===== config.mk =====
export PLATFORM = sky130hd
export DESIGN_NAME = key_action_gen
export DESIGN_NICKNAME = d
export VERILOG_FILES = /design/src/rtl/key_action_gen.sv
export SDC_FILE = /design/constraint.sdc
export NUM_CORES = 1
export LEC_CHECK = 0
export CORE_MARGIN = 10
export CORE_UTILIZATION = 58
export DETAILED_ROUTE_END_ITERATION = 6
export HOLD_SLACK_MARGIN = 0.05
export PLACE_DENSITY = 0.83
export RECOVER_POWER = 25
export SYNTH_ARGS = -nofsm -noshare
export SYNTH_HDL_FRONTEND = slang
export SYNTH_SLANG_ARGS = --single-unit

===== constraint.sdc =====
create_clock -name frame_clk -period 2.4 [get_ports frame_clk]
set_input_delay 0.36 -clock frame_clk [delete_from_list [all_inputs] [get_ports frame_clk]]
set_output_delay 0.36 -clock frame_clk [all_outputs]
set_load 0.02 [all_outputs]

===== src/rtl/key_action_gen.sv =====
// -----------------------------------------------------------------------------
// key_action_gen
//
// Purpose:
//   Converts the raw USB keycode into clean one-frame action pulses for the
//   sprite pick/drop (interact) and chop logic. Each press is debounced, a
//   cooldown follows every release, and chop auto-repeats while it is held.
//   Downstream logic can therefore use the pulses directly, with no private
//   debounce counter of its own.
//
// Ports:
//   frame_clk       in   1  frame clock (one rising edge per video frame)
//   Reset           in   1  asynchronous, active-high reset
//   keycode         in   8  current keycode from the USB keyboard interface
//   enable          in   1  game active; low forces IDLE and silences outputs
//   interact_pulse  out  1  one-frame pulse: interact (pick up / drop)
//   chop_pulse      out  1  one-frame pulse: chop
//   key_held        out  2  00 none, 01 interact held, 10 chop held
//   chop_count      out  8  chop pulses issued in the current hold (saturates)
//
// Parameter ranges:
//   DEBOUNCE_FRAMES 1..15, REPEAT_DELAY 1..255, REPEAT_PERIOD 1..255,
//   COOLDOWN_FRAMES 0..15. Values outside these ranges are not supported.
// -----------------------------------------------------------------------------
module key_action_gen #(
    parameter logic [7:0] INTERACT_CODE   = 8'h08,
    parameter logic [7:0] CHOP_CODE       = 8'h14,
    parameter int         DEBOUNCE_FRAMES = 3,
    parameter int         REPEAT_DELAY    = 12,
    parameter int         REPEAT_PERIOD   = 4,
    parameter int         COOLDOWN_FRAMES = 2
) (
    input  logic       frame_clk,
    input  logic       Reset,
    input  logic [7:0] keycode,
    input  logic       enable,
    output logic       interact_pulse,
    output logic       chop_pulse,
    output logic [1:0] key_held,
    output logic [7:0] chop_count
);

    // Parameters narrowed once to the counter widths so every compare
    // below is between equally sized operands.
    localparam logic [3:0] DB_TARGET  = 4'(DEBOUNCE_FRAMES);
    localparam logic [3:0] CL_TARGET  = 4'(COOLDOWN_FRAMES);
    localparam logic [7:0] RPT_DELAY  = 8'(REPEAT_DELAY);
    localparam logic [7:0] RPT_PERIOD = 8'(REPEAT_PERIOD);

    localparam logic [1:0] HELD_NONE     = 2'b00;
    localparam logic [1:0] HELD_INTERACT = 2'b01;
    localparam logic [1:0] HELD_CHOP     = 2'b10;

    typedef enum logic [1:0] {
        IDLE = 2'd0,
        ARM  = 2'd1,
        HOLD = 2'd2,
        COOL = 2'd3
    } state_t;

    state_t      state_reg;
    logic [7:0]  code_reg;       // code latched when the press started
    logic [3:0]  dbcnt_reg;      // consecutive stable frames while arming
    logic [3:0]  clcnt_reg;      // frames spent in cooldown
    logic [7:0]  rptcnt_reg;     // frames since the last chop pulse
    logic        repeating_reg;  // set once the first auto-repeat has fired

    // -------------------------------------------------------------------------
    // Input decode and counter increments
    // -------------------------------------------------------------------------
    logic       key_valid;
    logic       key_is_chop;
    logic       same_code;
    logic       code_is_chop;
    logic [3:0] dbcnt_inc;
    logic [3:0] clcnt_inc;
    logic [7:0] rptcnt_inc;
    logic [7:0] rpt_target;
    logic [7:0] chop_count_inc;

    always_comb begin
        key_valid    = (keycode == INTERACT_CODE) || (keycode == CHOP_CODE);
        key_is_chop  = (keycode == CHOP_CODE);
        same_code    = (keycode == code_reg);
        code_is_chop = (code_reg == CHOP_CODE);
        dbcnt_inc    = dbcnt_reg + 4'd1;
        clcnt_inc    = clcnt_reg + 4'd1;
        rptcnt_inc   = rptcnt_reg + 8'd1;
        // The first repeat waits the longer delay; later ones use the period.
        rpt_target   = repeating_reg ? RPT_PERIOD : RPT_DELAY;
        // Saturate rather than wrap so a long hold never reads back as small.
        chop_count_inc = (chop_count == 8'hFF) ? 8'hFF : chop_count + 8'd1;
    end

    // -------------------------------------------------------------------------
    // FSM with registered outputs
    // -------------------------------------------------------------------------
    always_ff @(posedge frame_clk or posedge Reset) begin
        if (Reset) begin
            state_reg      <= IDLE;
            code_reg       <= 8'd0;
            dbcnt_reg      <= 4'd0;
            clcnt_reg      <= 4'd0;
            rptcnt_reg     <= 8'd0;
            repeating_reg  <= 1'b0;
            interact_pulse <= 1'b0;
            chop_pulse     <= 1'b0;
            key_held       <= HELD_NONE;
            chop_count     <= 8'd0;
        end else begin
            // Pulses last exactly one frame unless re-fired below.
            interact_pulse <= 1'b0;
            chop_pulse     <= 1'b0;

            if (!enable) begin
                // Game paused: drop any press in progress. A key still down
                // when enable returns must go through the full debounce.
                state_reg     <= IDLE;
                code_reg      <= 8'd0;
                dbcnt_reg     <= 4'd0;
                clcnt_reg     <= 4'd0;
                rptcnt_reg    <= 8'd0;
                repeating_reg <= 1'b0;
                key_held      <= HELD_NONE;
                chop_count    <= 8'd0;
            end else begin
                case (state_reg)
                    IDLE: begin
                        if (key_valid) begin
                            code_reg      <= keycode;
                            dbcnt_reg     <= 4'd1;
                            rptcnt_reg    <= 8'd0;
                            repeating_reg <= 1'b0;
                            if (DB_TARGET == 4'd1) begin
                                // No debounce wanted: the first sample fires.
                                state_reg <= HOLD;
                                if (key_is_chop) begin
                                    chop_pulse <= 1'b1;
                                    key_held   <= HELD_CHOP;
                                    chop_count <= chop_count_inc;
                                end else begin
                                    interact_pulse <= 1'b1;
                                    key_held       <= HELD_INTERACT;
                                end
                            end else begin
                                state_reg <= ARM;
                            end
                        end
                    end

                    ARM: begin
                        if (same_code) begin
                            dbcnt_reg <= dbcnt_inc;
                            if (dbcnt_inc == DB_TARGET) begin
                                state_reg <= HOLD;
                                if (code_is_chop) begin
                                    chop_pulse <= 1'b1;
                                    key_held   <= HELD_CHOP;
                                    chop_count <= chop_count_inc;
                                end else begin
                                    interact_pulse <= 1'b1;
                                    key_held       <= HELD_INTERACT;
                                end
                            end
                        end else begin
                            // Bounce or a different key: abandon the press.
                            // A new valid code is picked up on the next edge.
                            state_reg <= IDLE;
                            dbcnt_reg <= 4'd0;
                        end
                    end

                    HOLD: begin
                        if (same_code) begin
                            if (code_is_chop) begin
                                if (rptcnt_inc == rpt_target) begin
                                    chop_pulse    <= 1'b1;
                                    chop_count    <= chop_count_inc;
                                    rptcnt_reg    <= 8'd0;
                                    repeating_reg <= 1'b1;
                                end else begin
                                    rptcnt_reg <= rptcnt_inc;
                                end
                            end
                        end else begin
                            // Release. The new code is deliberately not
                            // latched here; the cooldown swallows it.
                            key_held      <= HELD_NONE;
                            chop_count    <= 8'd0;
                            dbcnt_reg     <= 4'd0;
                            clcnt_reg     <= 4'd0;
                            rptcnt_reg    <= 8'd0;
                            repeating_reg <= 1'b0;
                            state_reg     <= (CL_TARGET == 4'd0) ? IDLE : COOL;
                        end
                    end

                    COOL: begin
                        // Keycode is ignored for the whole cooldown.
                        if (clcnt_inc == CL_TARGET) begin
                            state_reg <= IDLE;
                            clcnt_reg <= 4'd0;
                        end else begin
                            clcnt_reg <= clcnt_inc;
                        end
                    end

                    default: begin
                        state_reg <= IDLE;
                    end
                endcase
            end
        end
    end

endmodule


==> run summary, run 1 <==
slowest CP cell - clkdlybuf4s50_1
Worst-Margin Slew - 995 ps
Sequential Power Share - 46.6%
Yosys top cell area share - 37.5%
layout cells sized above 1 - 19.2%
Syn Area/Cell - 9.72 um2
unrepaired setup endpoints after global routing - no
logic gate share of total power - 14.9%
CTS resizes - 0
Sw Share - 25.5%
Synth Warn # - 0
critical path class - in -> reg
CTS tree - built
Yosys cell types - 61
setup ws final - 169 ps
Seq/Total Area, Yosys - 37.5%
initial core utilization - 59.8%
Final ANT Viol Nets - 0
most common cell in the netlist - dfrtp_1
vias in the first global route - 2190
Final GP Congestion - 0.837
largest net degree at the start of global routing - 40
DRT iter0 DRCs - 89
Reg area - 976 um2
P_int - 1.12 mW
Pre-Repair DR Iteration Count - 4
first-pass GRT wire length - 9.98 mm
# clock sinks - 39
worst min path class - reg -> reg
Primary FF master, synth - dfrtp_1
placed cells - 357
NetSw - 0.382 mW
clock skew - 9.38 ps
Clock Latency Late Sink - 300 ps
Final period util - 92.9%
diode count - 0
max incr delay on CP - 460 ps
Final Max Tran Viols - 0
Worst Path Arrival - 2420 ps
Synth top cells by count - dfrtp_1 (39), inv_1 (17), o21ai_0 (15)
crit path launch type - input pin
Num CTS Buffers - 5
mapped cell area - 0.00260 mm2
CTS Hold Bufs - 0
Max FO, Critical Path - 5
pwr dens - 476 mW/mm2
CTS root buffer - clkbuf_8
Tot GR Track Use - 15.9%
min Tclk post-route - 2230 ps
Post-Syn Nets - 291
Die H - 87.0 um
DRC errors left - 0
H-tree Lvls - 2
DP Worst Slack - -233 ps
Yosys reg bits - 39
Hold Fails Final Rpt - 0
Post-synth EDFFs - 0
Fmax - 448 MHz
Cells after Synth - 268
# IOs - 23
final core utilization - 72.2%
# rows - 24
Die Area - 0.00757 mm2
IO buf count - 22
via count - 2165
clk slew on worst S/H paths - 80 ps
Leak - 1.46 nW
Die Wd - 87.0 um
initial antenna violation count - 0
Via density - 5.93
Post-synth ARST share - 100%
VDD IR max - 0.309 mV
hpwl dp - 4.34 mm
core box area - 0.00435 mm2
area grow syn2layout - 20.7%
grt total ovfl - 0
max_slew headroom - 33.7%
status - complete, no violations
Post-Layout Cell Count - 365
Worst Setup End Kind - flip-flop
number of max-cap violations - 0
CP cell instances - clkdlybuf4s50_1 -> xor2_1 -> nor4_4 -> and2_1 -> and4_4 -> o21a_2 -> mux2_4
worst endpoint required time - 2590 ps
Clock Tree Buf Depth - 2
cell taking the most area after synthesis - dfrtp_1
Detailed Route WL - 5.82 mm
Avg WL per Cell - 15.9 um
largest cells by area after synthesis - dfrtp_1 (37%), ha_1 (5.8%), xor2_1 (3.4%)
# Post-CTS Setup Buffers - 0
final hold slack - 528 ps
part of the power in the clock network - 38.5%
footprint of the multi-input gates - 0.00151 mm2
# fillers - 328
Setup Viol. Count Final - 0
net count reported at finish - 335
==> routing by layer <==
layer	vias to the layer above	GRT usage [%]	wire, um
met2	38	28.7	3010
met1	1049	18.3	2520
met5	-	0	0
li1	1072	-	-
met3	6	3.46	225
met4	0	3.98	56
==> cell usage in the layout (no fill, tap or decap), types with 10 or more instances in the layout <==
cell type        netlist  layout
nor2_1                10      10
inv_1                 17      17
xor2_1                10      10
o21ai_0               15      15
and3_1                12      12
dfrtp_1               39      39
clkdlybuf4s50_1        0      21
ha_1                  12      12
buf_4                  1      25
nand2_1               13      13
==> layout make-up <==
cell class,instances,share of cell area [%]
timing repair buffer,48,13.1
clock buffer,6,2.63
tap,52,2.07
sequential,39,31.0
clock inverter,2,1.11
inverter,17,2.03
multi-input combinational,201,48.0
==> worst max-delay path: cells and delay by family <==
family	cells	cell delay, ps
AOI/OAI and AO/OA	1	220
xor gates and xnor gates	1	220
buffers and inverters	1	460
muxes	1	320
and+or+nand+nor	3	850
==> power by group through the flow <==
| stage | clock network [mW] | registers (mW) | logic (mW) |
|---|---|---|---|
| detailed placement | 0 | 0.709 | 0.225 |
| global route | 0.613 | 0.700 | 0.248 |
| floorplan | 0 | 0.717 | 0.129 |
| finish | 0.577 | 0.697 | 0.223 |
| CTS | 0.585 | 0.697 | 0.225 |
| global placement | 0 | 0.709 | 0.218 |
==> metrics by stage <==
stage	instance area (um2)	total power [mW]	setup TNS, ps
final	3150	1.50	0
after global routing	3150	1.56	0
after CTS	3130	1.51	0
after detailed placement	3020	0.935	-2280
after global placement	3020	0.927	-1050
after floorplan	2610	0.846	0
==> path summary, 6_finish.rpt <==
path	startpoint	endpoint	slack, ps	cells after the start
setup / recovery	keycode[4]	chop_count[0]$_DFFE_PP0P_	170	7
hold reg to reg	rptcnt_reg[7]$_DFFE_PP0P_	rptcnt_reg[7]$_DFFE_PP0P_	530	1
min in group asynchronous	Reset	key_held[0]$_DFFE_PP0P_	810	3
setup reg to reg	dbcnt_reg[0]$_DFFE_PP0P_	chop_count[0]$_DFFE_PP0P_	230	7
hold / removal	rptcnt_reg[7]$_DFFE_PP0P_	rptcnt_reg[7]$_DFFE_PP0P_	530	1
max in group asynchronous	Reset	code_reg[1]$_DFFE_PP0P_	970	3
==> logic make-up (layout without fill, tap and decap cells) <==
kind of cell | count (synthesis) | in the layout | synth area share, %
buffers and inverters | 28 | 73 | 5.09
AND/OR/NAND/NOR | 98 | 98 | 23.7
AO/OA/AOI/OAI | 69 | 69 | 19.3
adder cells (fa/ha/maj) | 12 | 12 | 5.76
multiplexers | 11 | 11 | 5.00
flip-flops | 39 | 39 | 37.5
XOR/XNOR | 11 | 11 | 3.70
No activity file was read; power rests on OpenSTA's default activity.
==> run 2: changes to the inputs <==
--- a/config.mk
+++ b/config.mk
@@ -11,6 +11,8 @@
 export HOLD_SLACK_MARGIN = 0.05
 export PLACE_DENSITY = 0.83
 export RECOVER_POWER = 25
+export SKIP_CTS_REPAIR_TIMING = 1
+export SKIP_LAST_GASP = 1
 export SYNTH_ARGS = -nofsm -noshare
 export SYNTH_HDL_FRONTEND = slang
 export SYNTH_SLANG_ARGS = --single-unit
==> results of run 2 <==
Final layout, timing and power as in run 1 (identical DEF).
==> run 3: changes to the inputs <==
--- a/config.mk
+++ b/config.mk
@@ -5,8 +5,10 @@
 export SDC_FILE = /design/constraint.sdc
 export NUM_CORES = 1
 export LEC_CHECK = 0
+export CELL_PAD_IN_SITES_DETAIL_PLACEMENT = 0
+export CELL_PAD_IN_SITES_GLOBAL_PLACEMENT = 1
 export CORE_MARGIN = 10
-export CORE_UTILIZATION = 58
+export CORE_UTILIZATION = 45
 export DETAILED_ROUTE_END_ITERATION = 6
 export HOLD_SLACK_MARGIN = 0.05
 export PLACE_DENSITY = 0.83
==> run summary, run 3 (same netlist as run 1, synthesis figures left out) <==
Clock Latency Late Sink - 290 ps (was 300 ps)
largest net degree at the start of global routing - 40 (unchanged)
design area - 0.00313 mm2 (was 0.00315 mm2)
max incr delay on CP - 440 ps (was 460 ps)
Fmax - 444 MHz (was 448 MHz)
NetSw - 0.380 mW (was 0.382 mW)
VDD IR max - 0.262 mV (was 0.309 mV)
number of max-cap violations - 0 (unchanged)
# clock sinks - 39 (unchanged)
Worst-Margin Slew - 1010 ps (was 995 ps)
Reg area - 976 um2 (unchanged)
total power - 1.39 mW (was 1.50 mW)
diode count - 0 (unchanged)
clock skew - 4.22 ps (was 9.38 ps)
core box area - 0.00557 mm2 (was 0.00435 mm2)
DRC errors left - 0 (unchanged)
Via density - 5.57 (was 5.93)
Avg WL per Cell - 15.4 um (was 15.9 um)
# rows - 27 (was 24)
setup TNS - 0 ps (unchanged)
critical path class - reg -> reg (was in -> reg)
Leak - 1.45 nW (was 1.46 nW)
worst min path class - reg -> reg (unchanged)
area grow syn2layout - 20.3% (was 20.7%)
# fillers - 526 (was 328)
# IOs - 23 (unchanged)
final core utilization - 56.2% (was 72.2%)
net count reported at finish - 335 (unchanged)
hpwl dp - 4.40 mm (was 4.34 mm)
unrepaired setup endpoints after global routing - no (unchanged)
Die Wd - 96.1 um (was 87.0 um)
initial antenna violation count - 0 (unchanged)
Clock Tree Buf Depth - 2 (unchanged)
crit path launch type - flip-flop (was input pin)
final hold slack - 518 ps (was 528 ps)
Worst Path Arrival - 2430 ps (was 2420 ps)
CTS tree - built (unchanged)
Worst Setup End Kind - flip-flop (unchanged)
Tot GR Track Use - 13.7% (was 15.9%)
Final Max Tran Viols - 0 (unchanged)
first-pass GRT wire length - 10.2 mm (was 9.98 mm)
via count - 2138 (was 2165)
Crit path max-delay family - compound AO/OA/AOI/OAI gates (was simple AND/OR/NAND/NOR gates)
Die Area - 0.00923 mm2 (was 0.00757 mm2)
max_slew headroom - 32.7% (was 33.7%)
Final ANT Viol Nets - 0 (unchanged)
logic gate share of total power - 16.6% (was 14.9%)
Placed Area - 0.00304 mm2 (was 0.00302 mm2)
Sequential Power Share - 50.3% (was 46.6%)
Num CTS Buffers - 5 (unchanged)
worst endpoint required time - 2580 ps (was 2590 ps)
P_int - 1.01 mW (was 1.12 mW)
CP cell instances - ha_1 -> or2_2 -> o21ai_0 -> a21o_1 -> and4_4 -> o21a_1 -> mux2_4 (was clkdlybuf4s50_1 -> xor2_1 -> nor4_4 -> and2_1 -> and4_4 -> o21a_2 -> mux2_4)
H-tree Lvls - 2 (unchanged)
status - complete, no violations (unchanged)
Sw Share - 27.4% (was 25.5%)
Hold Fails Final Rpt - 0 (unchanged)
DP Worst Slack - -164 ps (was -233 ps)
Final GP Congestion - 0.815 (was 0.837)
commonest cells after routing, fill and taps aside - dfrtp_1 (39), buf_4 (25), clkdlybuf4s50_1 (21) (unchanged)
IO buf count - 22 (unchanged)
Post-Layout Cell Count - 384 (was 365)
pwr dens - 443 mW/mm2 (was 476 mW/mm2)
DRT iter0 DRCs - 64 (was 89)
placed cells - 377 (was 357)
Detailed Route WL - 5.90 mm (was 5.82 mm)
layout cells sized above 1 - 18.3% (was 19.2%)
slowest CP cell - dfrtp_1 (was clkdlybuf4s50_1)
footprint of the multi-input gates - 0.00150 mm2 (was 0.00151 mm2)
setup ws final - 150 ps (was 169 ps)
Max FO, Critical Path - 6 (was 5)
Die H - 96.1 um (was 87.0 um)
vias in the first global route - 2111 (was 2190)
min Tclk post-route - 2250 ps (was 2230 ps)
clk slew on worst S/H paths - 80 ps (about the same)
Pre-Repair DR Iteration Count - 4 (unchanged)
Final period util - 93.7% (was 92.9%)
Setup Viol. Count Final - 0 (unchanged)
WP buf/inv - 0 (was 1)
initial core utilization - 46.7% (was 59.8%)
commonest non-fill, non-tap cell in the layout - dfrtp_1 (unchanged)
CTS root buffer - clkbuf_8 (unchanged)
grt total ovfl - 0 (unchanged)
part of the power in the clock network - 33.0% (was 38.5%)
[run 3: changes by cell type in the layout (fill, tap and decap cells not counted)]
cell	change
o221ai_1	+1
o21a_1	+1
bufinv_16	-1
o221ai_2	-1
o21a_2	-1
[run 3: worst paths after layout]
kind / start / cells after the start / slack, ps / end
min in group asynchronous: Reset / 3 / 820 / chop_count[7]$_DFFE_PP0P_
worst min register to register: rptcnt_reg[7]$_DFFE_PP0P_ / 1 / 520 / rptcnt_reg[7]$_DFFE_PP0P_
max in group asynchronous: Reset / 3 / 960 / code_reg[4]$_DFFE_PP0P_
worst max register to register: dbcnt_reg[0]$_DFFE_PP0P_ / 7 / 150 / chop_count[1]$_DFFE_PP0P_
worst max-delay path: dbcnt_reg[0]$_DFFE_PP0P_ / 7 / 150 / chop_count[1]$_DFFE_PP0P_
worst min-delay path: rptcnt_reg[7]$_DFFE_PP0P_ / 1 / 520 / rptcnt_reg[7]$_DFFE_PP0P_
[run 3: power groups by stage]
stage	combinational, mW	sequential (mW)	clock [mW]
after floorplan	0.129	0.717	0
after global placement	0.227	0.711	0
after detailed placement	0.232	0.710	0
after CTS	0.233	0.698	0.471
after global routing	0.255	0.703	0.494
final	0.231	0.699	0.459
[run 3: per-layer routing]
metal | vias to the layer above | wire length [um] | GRT usage [%]
li1 | 1069 | - | -
met2 | 25 | 2750 | 21.7
met3 | 7 | 170 | 2.41
met5 | - | 0 | 0
met4 | 0 | 73 | 4.55
met1 | 1037 | 2910 | 18.3
[run 3: cell type report]
class / instances / share of cell area [%]
Multi-Input combinational cell: 201 / 48.0
Sequential cell: 39 / 31.2
Timing Repair Buffer: 48 / 13.2
Tap cell: 72 / 2.88
Clock buffer: 6 / 2.64
Inverter: 17 / 2.04
Clock inverter: 1 / 0.160
[run 3: worst register-to-register path, delay by kind of cell, from the launching register on]
kind,cells,cell delay (ps)
AOI/OAI and AO/OA,3,580
adders and majority gates,1,260
DFF,1,440
muxes,1,330
and+or+nand+nor,2,530
